--- src/rtl/pwm_level_ctrl.sv ---
// pwm_level_ctrl: drives the 3-bit select of the PWM level mux.
// Two raw push-buttons (up/down) are synchronised and debounced. Each clean press
// steps the level up or down, wrapping between 0 (off) and MAX_LEVEL.
// Optional auto-cycle timer: compile with `define PWM_AUTO_CYCLE_EN.
// Without that macro there is no timer and i_auto is ignored.
// A press is applied two edges after the raw level is first sampled, plus the debounce window.
// o_changed pulses in the same cycle that o_sel shows its new value.

module pwm_level_ctrl #(
    parameter int DEBOUNCE_CYCLES = 100000,
    parameter int MAX_LEVEL       = 4,
    parameter int AUTO_TICKS      = 50000000
) (
    input  logic       i_clk,
    input  logic       i_reset_n,
    input  logic       i_btn_up,
    input  logic       i_btn_down,
    input  logic       i_auto,
    output logic [2:0] o_sel,
    output logic       o_changed
);

    localparam int              DB_W    = (DEBOUNCE_CYCLES > 1) ? $clog2(DEBOUNCE_CYCLES) : 1;
    localparam logic [DB_W-1:0] DB_LAST = DB_W'(DEBOUNCE_CYCLES - 1);
    localparam logic [2:0]      MAX_SEL = 3'(MAX_LEVEL);

    // Button index 0 = up, 1 = down throughout.
    logic [1:0]            btn_raw;
    logic [1:0]            sync1_q;
    logic [1:0]            sync2_q;
    logic [1:0]            stable_q;
    logic [1:0]            stable_d;
    logic [1:0]            press_q;
    logic [1:0]            press_d;
    logic [1:0][DB_W-1:0]  db_cnt_q;
    logic [1:0][DB_W-1:0]  db_cnt_d;

    logic                  up_evt;
    logic                  down_evt;
    logic                  auto_evt;

    logic [2:0]            sel_q;
    logic [2:0]            sel_d;
    logic                  changed_q;
    logic                  changed_d;

    assign btn_raw = {i_btn_down, i_btn_up};

    // Two-flop synchroniser per button; the raw inputs are asynchronous to i_clk.
    always_ff @(posedge i_clk) begin
        if (!i_reset_n) begin
            sync1_q <= '0;
            sync2_q <= '0;
        end else begin
            sync1_q <= btn_raw;
            sync2_q <= sync1_q;
        end
    end

    // Debounce: count consecutive cycles where the synced level disagrees with the
    // accepted level. Any agreement restarts the count. The accepted level flips once
    // the disagreement has lasted DEBOUNCE_CYCLES cycles.
    // Only a 0->1 flip raises a press; releases are silent.
    always_comb begin
        stable_d = stable_q;
        press_d  = '0;
        db_cnt_d = '0;
        for (int b = 0; b < 2; b++) begin
            if (sync2_q[b] != stable_q[b]) begin
                if (db_cnt_q[b] == DB_LAST) begin
                    stable_d[b] = sync2_q[b];
                    press_d[b]  = sync2_q[b];
                end else begin
                    db_cnt_d[b] = db_cnt_q[b] + 1'b1;
                end
            end
        end
    end

    // Debounce state and the registered one-cycle press pulses.
    always_ff @(posedge i_clk) begin
        if (!i_reset_n) begin
            stable_q <= '0;
            press_q  <= '0;
            db_cnt_q <= '0;
        end else begin
            stable_q <= stable_d;
            press_q  <= press_d;
            db_cnt_q <= db_cnt_d;
        end
    end

    assign up_evt   = press_q[0];
    assign down_evt = press_q[1];

`ifdef PWM_AUTO_CYCLE_EN
    localparam int              AT_W    = (AUTO_TICKS > 1) ? $clog2(AUTO_TICKS) : 1;
    localparam logic [AT_W-1:0] AT_LAST = AT_W'(AUTO_TICKS - 1);

    logic            btn_evt;
    logic [AT_W-1:0] auto_tmr_q;
    logic [AT_W-1:0] auto_tmr_d;

    assign btn_evt = up_evt | down_evt;

    // Auto timer: runs only while i_auto is high. Any button event restarts it,
    // and that event also takes priority over an auto step in the same cycle.
    // The auto step fires in the cycle the timer sits at its last count.
    always_comb begin
        auto_evt   = 1'b0;
        auto_tmr_d = '0;
        if (i_auto && !btn_evt) begin
            if (auto_tmr_q == AT_LAST) begin
                auto_evt = 1'b1;
            end else begin
                auto_tmr_d = auto_tmr_q + 1'b1;
            end
        end
    end

    // Auto timer register.
    always_ff @(posedge i_clk) begin
        if (!i_reset_n) begin
            auto_tmr_q <= '0;
        end else begin
            auto_tmr_q <= auto_tmr_d;
        end
    end
`else
    logic unused_auto;

    assign auto_evt    = 1'b0;
    assign unused_auto = i_auto;
`endif

    // Level stepping with wrap. Simultaneous up and down cancel out.
    // An auto step counts as an up and is used only when no button event is present.
    always_comb begin
        sel_d = sel_q;
        if (up_evt && !down_evt) begin
            sel_d = (sel_q == MAX_SEL) ? 3'd0 : sel_q + 3'd1;
        end else if (down_evt && !up_evt) begin
            sel_d = (sel_q == 3'd0) ? MAX_SEL : sel_q - 3'd1;
        end else if (!up_evt && !down_evt && auto_evt) begin
            sel_d = (sel_q == MAX_SEL) ? 3'd0 : sel_q + 3'd1;
        end
        changed_d = (sel_d != sel_q);
    end

    // Select register and its change pulse, updated on the same edge.
    always_ff @(posedge i_clk) begin
        if (!i_reset_n) begin
            sel_q     <= 3'd0;
            changed_q <= 1'b0;
        end else begin
            sel_q     <= sel_d;
            changed_q <= changed_d;
        end
    end

    assign o_sel     = sel_q;
    assign o_changed = changed_q;

endmodule
--- config.mk ---
export PLATFORM = sky130hd
export DESIGN_NAME = pwm_level_ctrl
export DESIGN_NICKNAME = d
export VERILOG_FILES = /design/src/rtl/pwm_level_ctrl.sv
export SDC_FILE = /design/constraint.sdc
export NUM_CORES = 1
export LEC_CHECK = 0
export ABC_AREA = 1
export CAP_MARGIN = 0
export CORE_MARGIN = 3
export CORE_UTILIZATION = 54
export CTS_CLUSTER_DIAMETER = 30
export DETAILED_ROUTE_END_ITERATION = 8
export GPL_TIMING_DRIVEN = 1
export PLACE_DENSITY = 0.75
export SLEW_MARGIN = 20
export SYNTH_ARGS = -nofsm -noshare
export SYNTH_HDL_FRONTEND = slang
export SYNTH_SLANG_ARGS = --single-unit
--- constraint.sdc ---
create_clock -name i_clk -period 3.5 [get_ports i_clk]
set_input_delay 0.35 -clock i_clk [delete_from_list [all_inputs] [get_ports i_clk]]
set_output_delay 0.35 -clock i_clk [all_outputs]
set_load 0.03 [all_outputs]
Yosys cells after proc, flatten, opt, wreduce, memory -nomap -nowiden --
Cells that the tools add are included. Widths: inputs -> output; s select.
Word-level totals: register bits 46, output and inout port bits 4, bits of input ports 5
Cells by class: add/subtract/negate cells 4, bitwise gates (word level) 3, equality and inequality tests 6, multiplexer cells 4, reductions and logical operators 11
Operator list (number):
- $add 17x1->17 const B | 2
- $eq 17x17->1 const B | 2
- $mux 3 | 4
- $reduce_and 3->1 | 2
- $reduce_or 3->1 | 2
- $reduce_and 2->1 | 2
- $add 3x1->3 const B | 1
- $eq 3x3->1 const B | 1
- $logic_not 3->1 | 1
- $ne 3x3->1 | 1
- $not 1->1 | 3
- $sub 3x1->3 const B | 1
- $logic_and 1x1->1 | 2
- $logic_not 1->1 | 2
- $ne 1x1->1 | 2

Depth between registers and ports, before layout --
Gate-level depths: netlist of the first run.
word-level depth 5, gate-level depth with buffers 11

Worst setup path before layout of the first run --
Ideal clock, no wire load.
path kind register to register, from reg sel_q[0] (netlist: o_sel[0]), to reg changed_q (netlist: o_changed), library setup time 70 ps, slack 1846 ps, data arrival time 1585 ps, stages on the path, launching flop included 9, required time 3430 ps, path buffers 0, cells stage by stage dfxtp_1 > inv_1 > ha_1 > or2_2 > nand2_1 > nand2_1 > nand2_1 > nor2_1 > a21oi_1
Between the ends: longest elaborated chain between the ends 5, elaborated cells between the ends (all ways) 9
RTL lines:
- start: declaration | line 42 | logic [2:0] sel_q;
- start signal: assignment | line 156 | sel_q <= sel_d;
- $sub 3x1->3 / $logic_not 3->1 (equally long branches) | line 143 | sel_d = (sel_q == 3'd0) ? MAX_SEL : sel_q - 3'd1;
- $mux 3 | line 143
- $mux 3 | line 142 | end else if (down_evt && !up_evt) begin
- $mux 3 | line 140 | if (up_evt && !down_evt) begin
- $ne 3x3->1 * | line 147 | changed_d = (sel_d != sel_q);
- end signal: assignment | line 157 | changed_q <= changed_d;
- end: declaration | line 44 | logic changed_q;
Every way passes the cells marked *; elsewhere a longest branch is shown, timed or not. A chain may end at the register's enable or synchronous reset.

Worst setup path after layout of the first run --
from reg sel_q[2] (netlist: o_sel[2]), to out o_sel[2]
RTL lines:
- end: declaration | line 19 | output logic [2:0] o_sel,
No word-level cell between the ends.

==> impl_summary.log, run 1 <==
INFO  metric result_of_the_run = finished, final reports clean
INFO  metric synthDistinctLibCells = 30
INFO  metric detail_route.first_pass.iterations = 4
INFO  metric worst-slew-pin-transition = 0.492 ns
INFO  metric relSlewSlack = 67.0%
INFO  metric cts.repair_timing.setup_buffer_count = 0
INFO  metric setup.worst_path.end_class = primary output
INFO  metric synthToLayoutAreaGrowth = 7.98%
INFO  metric power.static_leakage = 0.000899 uW
INFO  metric floorplan.initialDensity = 57.2%
INFO  metric synth_warnings = 0
INFO  metric antenna_cells_inserted = 0
INFO  metric dp_hpwl = 3270 um
INFO  metric start_kind = flop
INFO  metric synth_enable_flop_cells = 0
INFO  metric path_buf_inv = 1
INFO  metric worst_path_largest_cell_delay = 0.70 ns
INFO  metric final_layout_size_suffix_gt1_share = 10.8%
INFO  metric hold_buffers_post_cts = 0
INFO  metric drt-total-wl = 4250 um
INFO  metric cts-buffers-inserted = 5
INFO  metric grt_overflow = 0
INFO  metric route.antenna.remaining_nets = 0
INFO  metric timing.setup.tns = 0 ns
INFO  metric synth.ff_latch_count = 46
INFO  metric fin_crit_sh = 50.6%
INFO  metric first_global_vias = 1776
INFO  metric setup.worst_path.class = flop to primary output
INFO  metric route.detailed.drc = 0
INFO  metric powerDensity = 341 mW/mm2
INFO  metric synth_flop_cell = sky130_fd_sc_hd__dfxtp_1
INFO  metric number_of_violations_reported_at_the_end_of_detailed_routing_iteration_0 = 138
INFO  metric max_cap_viol_count = 0
INFO  metric die_h = 72 um
INFO  metric synthesis.instances = 330
INFO  metric postSynth.asyncResetShare = 0%
INFO  metric setup_viol = 0
INFO  metric initial_antenna_violation_count = 0
INFO  metric vdd_drop_max = 240 uV
INFO  metric synth_sequential_area_ratio = 39.1%
INFO  metric insertion_delay = 0.28 ns
INFO  metric path_delay_family = buffers and inverters
INFO  metric route.detailed.wl_per_inst = 10.9 um
INFO  metric timing.fmax = 565 MHz
INFO  metric post_synth.cell_area_avg = 7.13 um2
INFO  metric critical-path-slowest-cell = sky130_fd_sc_hd__clkdlybuf4s50_1
INFO  metric critical_path_required = 3.15 ns
INFO  metric port_buffers = 7
INFO  metric avgViaCountPerCell = 5.15
INFO  metric clk_root_buffer_cell = sky130_fd_sc_hd__clkbuf_8
INFO  metric grt_max_degree = 18
INFO  metric gr-usage-all-layers = 17.6%
INFO  metric fin_crit = 1.77 ns
INFO  metric grt_pass1_wl = 7510 um
INFO  metric synth.cell_area = 0.00235 mm2
INFO  metric power = 867 uW
INFO  metric mappedNetlistNets = 340
INFO  metric final_hold_viol_count = 0
INFO  metric place.gp.congestion = 0.888
INFO  metric cp_data_arrival_time = 1.42 ns
INFO  metric fin_worst_skew = 0.00343 ns
INFO  metric clockBufferDepth = 2
INFO  metric floorplan.die.width = 72 um
INFO  metric placementRows = 23
INFO  metric dieArea = 0.00518 mm2
INFO  metric coreArea = 0.00412 mm2
INFO  metric fin_util = 61.7%
INFO  metric layout.nets = 351
INFO  metric min_path_type = flop to flop
INFO  metric clk_pin_slew_worst_paths = 0.08 ns
INFO  metric critical_path.max_fanout = 6
INFO  metric timing_max_transition_violations_final = 0
INFO  metric cts_tree = yes
INFO  metric pin_count = 9
INFO  metric cts_htree_levels = 2
INFO  metric dr_total_vias = 2018
INFO  metric grt_setup_unrepaired = false
INFO  metric final.fill_count = 379
INFO  metric timing.critical_path.cells = clkdlybuf4s50_1
INFO  metric hold_slack = 0.412 ns
INFO  metric tritoncts_num_sinks = 46
INFO  metric cts_repair_resize_count = 0
-- flip-flops by register name, summed over array words and instances (netlist names) --
name	cells
stable_q	2
db_cnt_q	34
sync2_q	2
o_changed	1
sync1_q	2
press_q	2
o_sel	3
-- cell families after synthesis --
kind of cell | synth area share, %
buffers and inverters | 9.04
AND/OR/NAND/NOR | 40.2
AO/OA/AOI/OAI | 6.38
flip-flops | 39.1
XOR/XNOR | 2.61
adder cells (fa/ha/maj) | 2.66
-- worst reg2reg max path, cell delays in order (launching register included) --
cell and delay [ns]:
sky130_fd_sc_hd__dfxtp_1 0.39, sky130_fd_sc_hd__ha_1 0.20, sky130_fd_sc_hd__nand2_1 0.12, sky130_fd_sc_hd__nor2_4 0.19, sky130_fd_sc_hd__inv_1 0.09, sky130_fd_sc_hd__nor3_1 0.27, sky130_fd_sc_hd__nand3_1 0.15, sky130_fd_sc_hd__nor3_1 0.15
-- cells in the mapped netlist (2+ instances only) --
library cell / number / area (um2)
sky130_fd_sc_hd__a21oi_1: 19 / 95.1
sky130_fd_sc_hd__nor3_1: 22 / 110
sky130_fd_sc_hd__nand4_1: 13 / 81.3
sky130_fd_sc_hd__nor3_4: 2 / 32.5
sky130_fd_sc_hd__nor2_2: 8 / 50.1
sky130_fd_sc_hd__ha_1: 5 / 62.6
sky130_fd_sc_hd__xor2_1: 7 / 61.3
sky130_fd_sc_hd__nand2_4: 2 / 22.5
sky130_fd_sc_hd__nand3_1: 23 / 115
sky130_fd_sc_hd__nand2_1: 75 / 282
sky130_fd_sc_hd__nand2_2: 5 / 31.3
sky130_fd_sc_hd__nor3_2: 2 / 20.0
sky130_fd_sc_hd__nor2_1: 33 / 124
sky130_fd_sc_hd__inv_1: 44 / 165
sky130_fd_sc_hd__or2_2: 3 / 18.8
sky130_fd_sc_hd__nor3b_1: 2 / 15.0
sky130_fd_sc_hd__a21oi_2: 3 / 26.3
sky130_fd_sc_hd__inv_2: 3 / 11.3
sky130_fd_sc_hd__o21ai_0: 3 / 15.0
sky130_fd_sc_hd__dfxtp_1: 46 / 921
-- stage by stage --
stage	area, um2	setup WS [ns]	std cells
final	2540	1.73	392
after global routing	2540	1.67	392
after CTS	2540	1.72	392
after detailed placement	2450	1.74	384
after global placement	2450	1.80	384
after floorplan	2350	1.85	330
-- cells in the final DEF (no fill, tap or decap), types with 3 or more instances in the layout --
| cell | n |
|---|---|
| sky130_fd_sc_hd__o21ai_0 | 3 |
| sky130_fd_sc_hd__inv_2 | 3 |
| sky130_fd_sc_hd__ha_1 | 5 |
| sky130_fd_sc_hd__nor2_2 | 8 |
| sky130_fd_sc_hd__nand2_1 | 75 |
| sky130_fd_sc_hd__nand2_2 | 5 |
| sky130_fd_sc_hd__or2_2 | 3 |
| sky130_fd_sc_hd__clkbuf_8 | 6 |
| sky130_fd_sc_hd__dfxtp_1 | 46 |
| sky130_fd_sc_hd__nor3_1 | 22 |
| sky130_fd_sc_hd__a21oi_2 | 3 |
| sky130_fd_sc_hd__inv_1 | 44 |
| sky130_fd_sc_hd__clkdlybuf4s50_1 | 7 |
| sky130_fd_sc_hd__nor2_1 | 33 |
| sky130_fd_sc_hd__a21oi_1 | 19 |
| sky130_fd_sc_hd__xor2_1 | 7 |
| sky130_fd_sc_hd__nand3_1 | 23 |
| sky130_fd_sc_hd__nand4_1 | 13 |
-- area by class of cell --
type	instances	area [um2]	share of cell area [%]
Inverter	47	176	6.95
Clock buffer	7	86.3	3.40
Sequential cell	46	921	36.3
Tap cell	50	62.6	2.46
Multi-Input combinational cell	234	1220	48.0
Timing Repair Buffer	7	70.1	2.76
Clock inverter	1	5.00	0.197
-- path summary, 6_finish.rpt --
check / from / endpoint / slack, ns / cells after the start
setup / recovery: o_sel[2] / o_sel[2] / 1.73 / 1
hold / removal: sync1_q[1] / sync2_q[1] / 0.41 / 2
setup reg to reg: db_cnt_q[0] / press_q[0] / 1.86 / 7
hold reg to reg: sync1_q[1] / sync2_q[1] / 0.41 / 2
-- per-layer routing --
metal / global-route usage [%] / vias to the layer above / wire length (um)
met5: 0 / - / 0
met4: 3.76 / 0 / 17
met3: 3.74 / 2 / 138
met2: 28.2 / 28 / 1860
met1: 24.5 / 899 / 2240
li1: - / 1089 / -
-- power by group --
group | switching (uW) | leakage (uW) | total [uW] | internal (uW)
registers | 1.65 | 0.000371 | 527 | 526
clock network | 166 | 0.0000482 | 325 | 159
logic | 9.05 | 0.000480 | 14.5 | 5.40
No activity file was read; power rests on OpenSTA's default activity.
==> run 2, diff against run 1 <==
Settings changed: PLACE_DENSITY 0.75 to 0.78.
Clock period 3.5 ns to 1.5 ns, I/O delays scaled along.
==> impl_summary.log, run 2 (synthesis results as in run 1) <==
INFO  metric hold_buffers_post_cts = 0 (unchanged)
INFO  metric fin_crit_sh = 95.9%
INFO  metric final.fill_count = 362 (was 379)
INFO  metric dr_total_vias = 2161 (was 2018)
INFO  metric grt_setup_unrepaired = true (was false)
INFO  metric cts-buffers-inserted = 5 (unchanged)
INFO  metric route.detailed.drc = 0 (unchanged)
INFO  metric busiest_layer = met2 (unchanged)
INFO  metric largest_register = db_cnt_q (unchanged)
INFO  metric clk_root_buffer_cell = sky130_fd_sc_hd__clkbuf_8 (unchanged)
INFO  metric power.static_leakage = 0.00102 uW (was 0.000899 uW)
INFO  metric timing.fmax = 695 MHz
INFO  metric timing.rr.start = o_sel[0] (was db_cnt_q[0])
INFO  metric worst-slew-pin-transition = 0.507 ns (was 0.492 ns)
INFO  metric min_path_type = primary input to flop (was flop to flop)
INFO  metric placementRows = 23 (unchanged)
INFO  metric setup_viol = 0 (unchanged)
INFO  metric powerDensity = 756 mW/mm2 (was 341 mW/mm2)
INFO  metric cts_htree_levels = 2 (unchanged)
INFO  metric relSlewSlack = 66.1% (was 67.0%)
INFO  metric final_design_area_no_fill = 0.00274 mm2 (was 0.00254 mm2)
INFO  metric whs_path_depth = 3 (was 2)
INFO  metric grt_max_degree = 18 (unchanged)
INFO  metric fin_crit = 1.44 ns
INFO  metric place.gp.congestion = 0.862 (was 0.888)
INFO  metric grt_pass1_wl = 8110 um (was 7510 um)
INFO  metric gr-usage-all-layers = 19.2% (was 17.6%)
INFO  metric start_kind = flop (unchanged)
INFO  metric insertion_delay = 0.31 ns (was 0.28 ns)
INFO  metric setup.worst_path.start = o_changed (was o_sel[2])
INFO  metric dieArea = 0.00518 mm2 (unchanged)
INFO  metric floorplan.die.width = 72 um (unchanged)
INFO  metric synthToLayoutAreaGrowth = 16.4% (was 7.98%)
INFO  metric max_cap_viol_count = 0 (unchanged)
INFO  metric timing.hold.worst_endpoint = sync1_q[1] (was sync2_q[1])
INFO  metric initial_antenna_violation_count = 0 (unchanged)
INFO  metric mostFrequentLayoutCell = sky130_fd_sc_hd__nand2_1 (unchanged)
INFO  metric first_global_vias = 1969 (was 1776)
INFO  metric regToRegSetupSlack = 0.10 ns (was 1.86 ns)
INFO  metric path_buf_inv = 1 (unchanged)
INFO  metric number_of_violations_reported_at_the_end_of_detailed_routing_iteration_0 = 115 (was 138)
INFO  metric global_route.usage.met2 = 30.5% (was 28.2%)
INFO  metric final_cell_mix = sky130_fd_sc_hd__nand2_1 (72), sky130_fd_sc_hd__dfxtp_1 (43), sky130_fd_sc_hd__inv_1 (41) (was sky130_fd_sc_hd__nand2_1 (75), sky130_fd_sc_hd__dfxtp_1 (46), sky130_fd_sc_hd__inv_1 (44))
INFO  metric largest_register_ffs = 34 (unchanged)
INFO  metric cts_tree = yes (unchanged)
INFO  metric fin_worst_skew = 0.00991 ns (was 0.00343 ns)
INFO  metric setup.worst_path.class = flop to primary output (unchanged)
INFO  metric detail_route.first_pass.iterations = 4 (unchanged)
INFO  metric global_route.usage.met3 = 4.85% (was 3.74%)
INFO  metric layout.nets = 368 (was 351)
INFO  metric die_h = 72 um (unchanged)
INFO  metric critical-path-slowest-cell = sky130_fd_sc_hd__clkdlybuf4s50_1 (unchanged)
INFO  metric worst_path_largest_cell_delay = 0.66 ns (was 0.70 ns)
INFO  metric floorplan.initialDensity = 57.2% (unchanged)
INFO  metric route.antenna.remaining_nets = 0 (unchanged)
INFO  metric antenna_cells_inserted = 0 (unchanged)
INFO  metric pin_count = 9 (unchanged)
INFO  metric port_buffers = 7 (unchanged)
INFO  metric hold_slack = 0.372 ns (was 0.412 ns)
INFO  metric avgViaCountPerCell = 5.28 (was 5.15)
INFO  metric placement.cell_area = 0.00257 mm2 (was 0.00245 mm2)
INFO  metric route.detailed.wl_per_inst = 11.5 um (was 10.9 um)
INFO  metric critical_path.max_fanout = 1 (was 6)
INFO  metric total_number_of_cells_along_the_worst_setup_path = 1 (unchanged)
INFO  metric clk_pin_slew_worst_paths = 0.09 ns (was 0.08 ns)
INFO  metric vdd_drop_max = 577 uV (was 240 uV)
INFO  metric result_of_the_run = finished, final reports clean (unchanged)
INFO  metric final_layout_size_suffix_gt1_share = 19.5% (was 10.8%)
INFO  metric critical_path_required = 1.35 ns (was 3.15 ns)
INFO  metric final_instance_count_without_filler_cells = 409 (was 392)
INFO  metric path_delay_family = buffers and inverters (unchanged)
INFO  metric timing.reg2reg.worst_path_depth = 8 (was 7)
INFO  metric setup.worst_path.end_class = primary output (unchanged)
INFO  metric timing.setup.tns = 0 ns (unchanged)
INFO  metric timing_max_transition_violations_final = 0 (unchanged)
INFO  metric clockBufferDepth = 2 (unchanged)
INFO  metric cp_data_arrival_time = 1.29 ns (was 1.42 ns)
INFO  metric hold_path_startpoint = i_btn_down (was sync1_q[1])
INFO  metric worstReg2RegEnd = o_changed (was press_q[0])
INFO  metric dpl.cell_count = 398 (was 384)
INFO  metric grt_overflow = 0 (unchanged)
INFO  metric tritoncts_num_sinks = 46 (unchanged)
INFO  metric timing.critical_path.cells = clkdlybuf4s50_1 (unchanged)
INFO  metric drt-total-wl = 4720 um (was 4250 um)
INFO  metric coreArea = 0.00412 mm2 (unchanged)
INFO  metric groute.layer.met1.usage = 24.9% (was 24.5%)
INFO  metric dp_hpwl = 3390 um (was 3270 um)
INFO  metric final_hold_viol_count = 0 (unchanged)
-- run 2: changes by cell type in the layout (fill, tap and decap cells not counted), sizes merged --
cell,before,now
clkdlybuf4s50,7,4
dlygate4sd2,0,3
nand2,82,84
clkbuf,7,5
clkinvlp,0,1
buf,0,15
inv,47,48
-- run 2: where the power goes --
part           leakage (uW)  switching [uW]  total, uW  internal, uW
combinational      0.000601            26.0       45.1          19.1
clock             0.0000447             458        794           337
sequential         0.000373            3.35       1230          1230
total               0.00102             487       2070          1580
-- run 2: worst max-delay path by stage --
stage	endpoint	slack [ns]
after floorplan	o_changed	0.0003
after global placement	db_cnt_q[28]	0.06
after detailed placement	stable_q[0]	0.03
after CTS	stable_q[0]	0.02
after global routing	o_changed	-0.01
final	o_changed	0.06
-- run 2: through the flow --
stage,setup slack [ns],total power (uW),utilization (%)
after floorplan,0.000285,1280,-
after global routing,-0.0113,2140,66.5
final,0.0616,2070,66.5
after global placement,0.0641,1300,62.4
after CTS,0.0155,2100,64.6
after detailed placement,0.0315,1300,62.4
-- run 2: what timing repair did --
item,CTS,global route
buffers inserted,0,1
endpoints found under the setup margin,3,22
pin swaps,0,4
gates resized for setup,3,19
gates cloned,0,2
-- run 2: worst reg2reg max path: stages (launching register included) --
cell and delay (ns):
sky130_fd_sc_hd__dfxtp_2 0.38, sky130_fd_sc_hd__inv_4 0.06, sky130_fd_sc_hd__ha_2 0.26, sky130_fd_sc_hd__or2_2 0.31, sky130_fd_sc_hd__nand2_1 0.09, sky130_fd_sc_hd__nand2_1 0.05
sky130_fd_sc_hd__nand2_1 0.06, sky130_fd_sc_hd__nor2_1 0.04, sky130_fd_sc_hd__a21oi_1 0.10
-- run 2: layout make-up --
| class | instances | area (um2) | share of cell area, % |
|---|---|---|---|
| well taps | 50 | 62.6 | 2.29 |
| clock buffers | 5 | 68.8 | 2.51 |
| multi-input cells | 236 | 1290 | 47.0 |
| repair buffers | 22 | 191 | 6.99 |
| flip-flops and latches | 46 | 925 | 33.8 |
| clock inverters | 3 | 25.0 | 0.914 |
| inverters | 47 | 179 | 6.54 |
-- run 2: routing by layer --
layer	wire [um]	vias up	share of wire, %
met3	266	10	5.6
met1	2190	973	46
met2	2180	53	46
met4	79	0	1.7
li1	-	1125	-
met5	0	-	0
==> run 3, diff against run 2 <==
--- a/config.mk
+++ b/config.mk
@@ -11,4 +11,5 @@
 export CORE_UTILIZATION = 54
 export CTS_CLUSTER_DIAMETER = 30
+export CTS_CLUSTER_SIZE = 10
 export DETAILED_ROUTE_END_ITERATION = 8
 export GPL_TIMING_DRIVEN = 1
==> constraint.sdc (replaced) <==
create_clock -name i_clk -period 1.5 [get_ports i_clk]
set_input_delay 0.45 -clock i_clk [delete_from_list [all_inputs] [get_ports i_clk]]
set_output_delay 0.45 -clock i_clk [all_outputs]
set_load 0.03 [all_outputs]
==> impl_summary.log, run 3 (synthesis results as in run 1) <==
INFO  metric result_of_the_run = finished, final reports clean (unchanged)
INFO  metric clockBufferDepth = 2 (unchanged)
INFO  metric min_path_type = flop to flop (was primary input to flop)
INFO  metric route.detailed.drc = 0 (unchanged)
INFO  metric setup.worst_path.start = o_changed (unchanged)
INFO  metric first_global_vias = 1991 (was 1969)
INFO  metric floorplan.initialDensity = 57.2% (unchanged)
INFO  metric placementRows = 23 (unchanged)
INFO  metric grt_pass1_wl = 8570 um (was 8110 um)
INFO  metric dpl.cell_count = 399 (was 398)
INFO  metric insertion_delay = 0.31 ns (about the same)
INFO  metric antenna_cells_inserted = 0 (unchanged)
INFO  metric route.antenna.remaining_nets = 0 (unchanged)
INFO  metric gr-usage-all-layers = 20.4% (was 19.2%)
INFO  metric timing.rr.start = db_cnt_q[6] (was o_sel[0])
INFO  metric final_instance_count_without_filler_cells = 412 (was 409)
INFO  metric largest_register_ffs = 34 (unchanged)
INFO  metric start_kind = flop (unchanged)
INFO  metric vdd_drop_max = 818 uV (was 577 uV)
INFO  metric floorplan.die.width = 72 um (unchanged)
INFO  metric fin_crit_sh = 96.4% (was 95.9%)
INFO  metric route.detailed.wl_per_inst = 12.4 um (was 11.5 um)
INFO  metric detail_route.first_pass.iterations = 5 (was 4)
INFO  metric layout.nets = 371 (was 368)
INFO  metric number_of_violations_reported_at_the_end_of_detailed_routing_iteration_0 = 146 (was 115)
INFO  metric cts_htree_levels = 2 (unchanged)
INFO  metric dieArea = 0.00518 mm2 (unchanged)
INFO  metric place.gp.congestion = 0.910 (was 0.862)
INFO  metric fin_util = 67.2% (was 66.5%)
INFO  metric hold_buffers_post_cts = 0 (unchanged)
INFO  metric synthToLayoutAreaGrowth = 17.6% (was 16.4%)
INFO  metric initial_antenna_violation_count = 0 (unchanged)
INFO  metric path_buf_inv = 1 (unchanged)
INFO  metric final_design_area_no_fill = 0.00277 mm2 (was 0.00274 mm2)
INFO  metric power = 2220 uW (was 2070 uW)
INFO  metric worst-slew-pin-transition = 0.369 ns (was 0.507 ns)
INFO  metric setup.worst_path.class = flop to primary output (unchanged)
INFO  metric largest_register = db_cnt_q (unchanged)
INFO  metric dp_hpwl = 3500 um (was 3390 um)
INFO  metric tritoncts_num_sinks = 46 (unchanged)
INFO  metric clk_root_buffer_cell = sky130_fd_sc_hd__clkbuf_8 (unchanged)
INFO  metric mostFrequentLayoutCell = sky130_fd_sc_hd__nand2_1 (unchanged)
INFO  metric final_layout_size_suffix_gt1_share = 21.0% (was 19.5%)
INFO  metric cts-buffers-inserted = 5 (unchanged)
INFO  metric max_cap_viol_count = 0 (unchanged)
INFO  metric fin_worst_skew = 0.00896 ns (was 0.00991 ns)
INFO  metric worst_path_largest_cell_delay = 0.36 ns (was 0.66 ns)
INFO  metric setup.worst_path.end_class = primary output (unchanged)
INFO  metric timing.critical_path.cells = clkdlybuf4s15_1 (was clkdlybuf4s50_1)
INFO  metric grt_overflow = 0 (unchanged)
INFO  metric grt_max_degree = 18 (unchanged)
INFO  metric regToRegSetupSlack = 0.08 ns (was 0.10 ns)
INFO  metric fin_crit = 1.45 ns (was 1.44 ns)
INFO  metric power.static_leakage = 0.00102 uW (about the same)
INFO  metric timing.setup.tns = 0 ns (unchanged)
INFO  metric timing_max_transition_violations_final = 0 (unchanged)
INFO  metric setup_viol = 0 (unchanged)
INFO  metric path_delay_family = buffers and inverters (unchanged)
INFO  metric grt_setup_unrepaired = true (unchanged)
INFO  metric final_hold_viol_count = 0 (unchanged)
INFO  metric relSlewSlack = 75.2% (was 66.1%)
INFO  metric coreArea = 0.00412 mm2 (unchanged)
INFO  metric critical_path.max_fanout = 1 (unchanged)
INFO  metric critical_path_required = 1.05 ns (was 1.35 ns)
INFO  metric timing.fmax = 691 MHz (was 695 MHz)
INFO  metric cp_data_arrival_time = 1.00 ns (was 1.29 ns)
INFO  metric placement.cell_area = 0.00256 mm2 (was 0.00257 mm2)
INFO  metric hold_path_startpoint = sync1_q[0] (was i_btn_down)
INFO  metric pin_count = 9 (unchanged)
INFO  metric dr_total_vias = 2169 (was 2161)
INFO  metric cts_tree = yes (unchanged)
INFO  metric port_buffers = 7 (unchanged)
INFO  metric avgViaCountPerCell = 5.26 (was 5.28)
INFO  metric final_cell_mix = sky130_fd_sc_hd__nand2_1 (73), sky130_fd_sc_hd__inv_1 (43), sky130_fd_sc_hd__dfxtp_1 (42) (was sky130_fd_sc_hd__nand2_1 (72), sky130_fd_sc_hd__dfxtp_1 (43), sky130_fd_sc_hd__inv_1 (41))
INFO  metric final.fill_count = 361 (was 362)
INFO  metric drt-total-wl = 5090 um (was 4720 um)
INFO  metric die_h = 72 um (unchanged)
INFO  metric powerDensity = 802 mW/mm2 (was 756 mW/mm2)
INFO  metric clk_pin_slew_worst_paths = 0.09 ns (about the same)
INFO  metric critical-path-slowest-cell = sky130_fd_sc_hd__clkdlybuf4s15_1 (was sky130_fd_sc_hd__clkdlybuf4s50_1)
[run 3: path summary, 6_finish.rpt]
kind / end / cells after the start
worst max register to register: db_cnt_q[16] / 8
worst max-delay path: o_changed / 1
worst min-delay path: sync2_q[0] / 2
worst min register to register: sync2_q[0] / 2
[run 3: metrics by stage]
step           hold WS, ns  setup WS [ns]
3_5_place_dp         0.402         -0.226
2_1_floorplan        0.390       0.000285
4_1_cts              0.421       0.000730
6_report             0.420         0.0533
3_3_place_gp         0.395         -0.182
5_1_grt              0.438        -0.0520
[run 3: layout make-up]
type                            count  area (um2)  area share (%)
Clock buffer                        5        68.8            2.49
Inverter                           47         176            6.38
Multi-Input combinational cell    235        1260            45.6
Timing Repair Buffer               26         225            8.14
Clock inverter                      3        45.0            1.63
Sequential cell                    46         926            33.5
Tap cell                           50        62.6            2.26
[run 3: routing by layer]
metal / vias to the layer above / wire length (um) / share of wire (%) / global-route usage [%]
li1: 1127 / - / - / -
met4: 0 / 72 / 1.4 / 7.52
met2: 51 / 2460 / 48 / 33.2
met5: - / 0 / 0 / 0
met3: 8 / 288 / 5.7 / 4.85
met1: 983 / 2270 / 45 / 26.3
[run 3: power by group]
part | leakage, uW | switching [uW] | internal [uW]
clock network | 0.0000504 | 447 | 496
logic | 0.000594 | 26.2 | 19.8
registers | 0.000373 | 3.68 | 1230
[run 3: what timing repair did]
| action | in CTS | in global routing |
|---|---|---|
| setup endpoints to repair | 7 | 36 |
| gates cloned | 0 | 1 |
| pin swaps | 0 | 4 |
| resized for setup | 6 | 17 |
| buffers inserted | 0 | 4 |
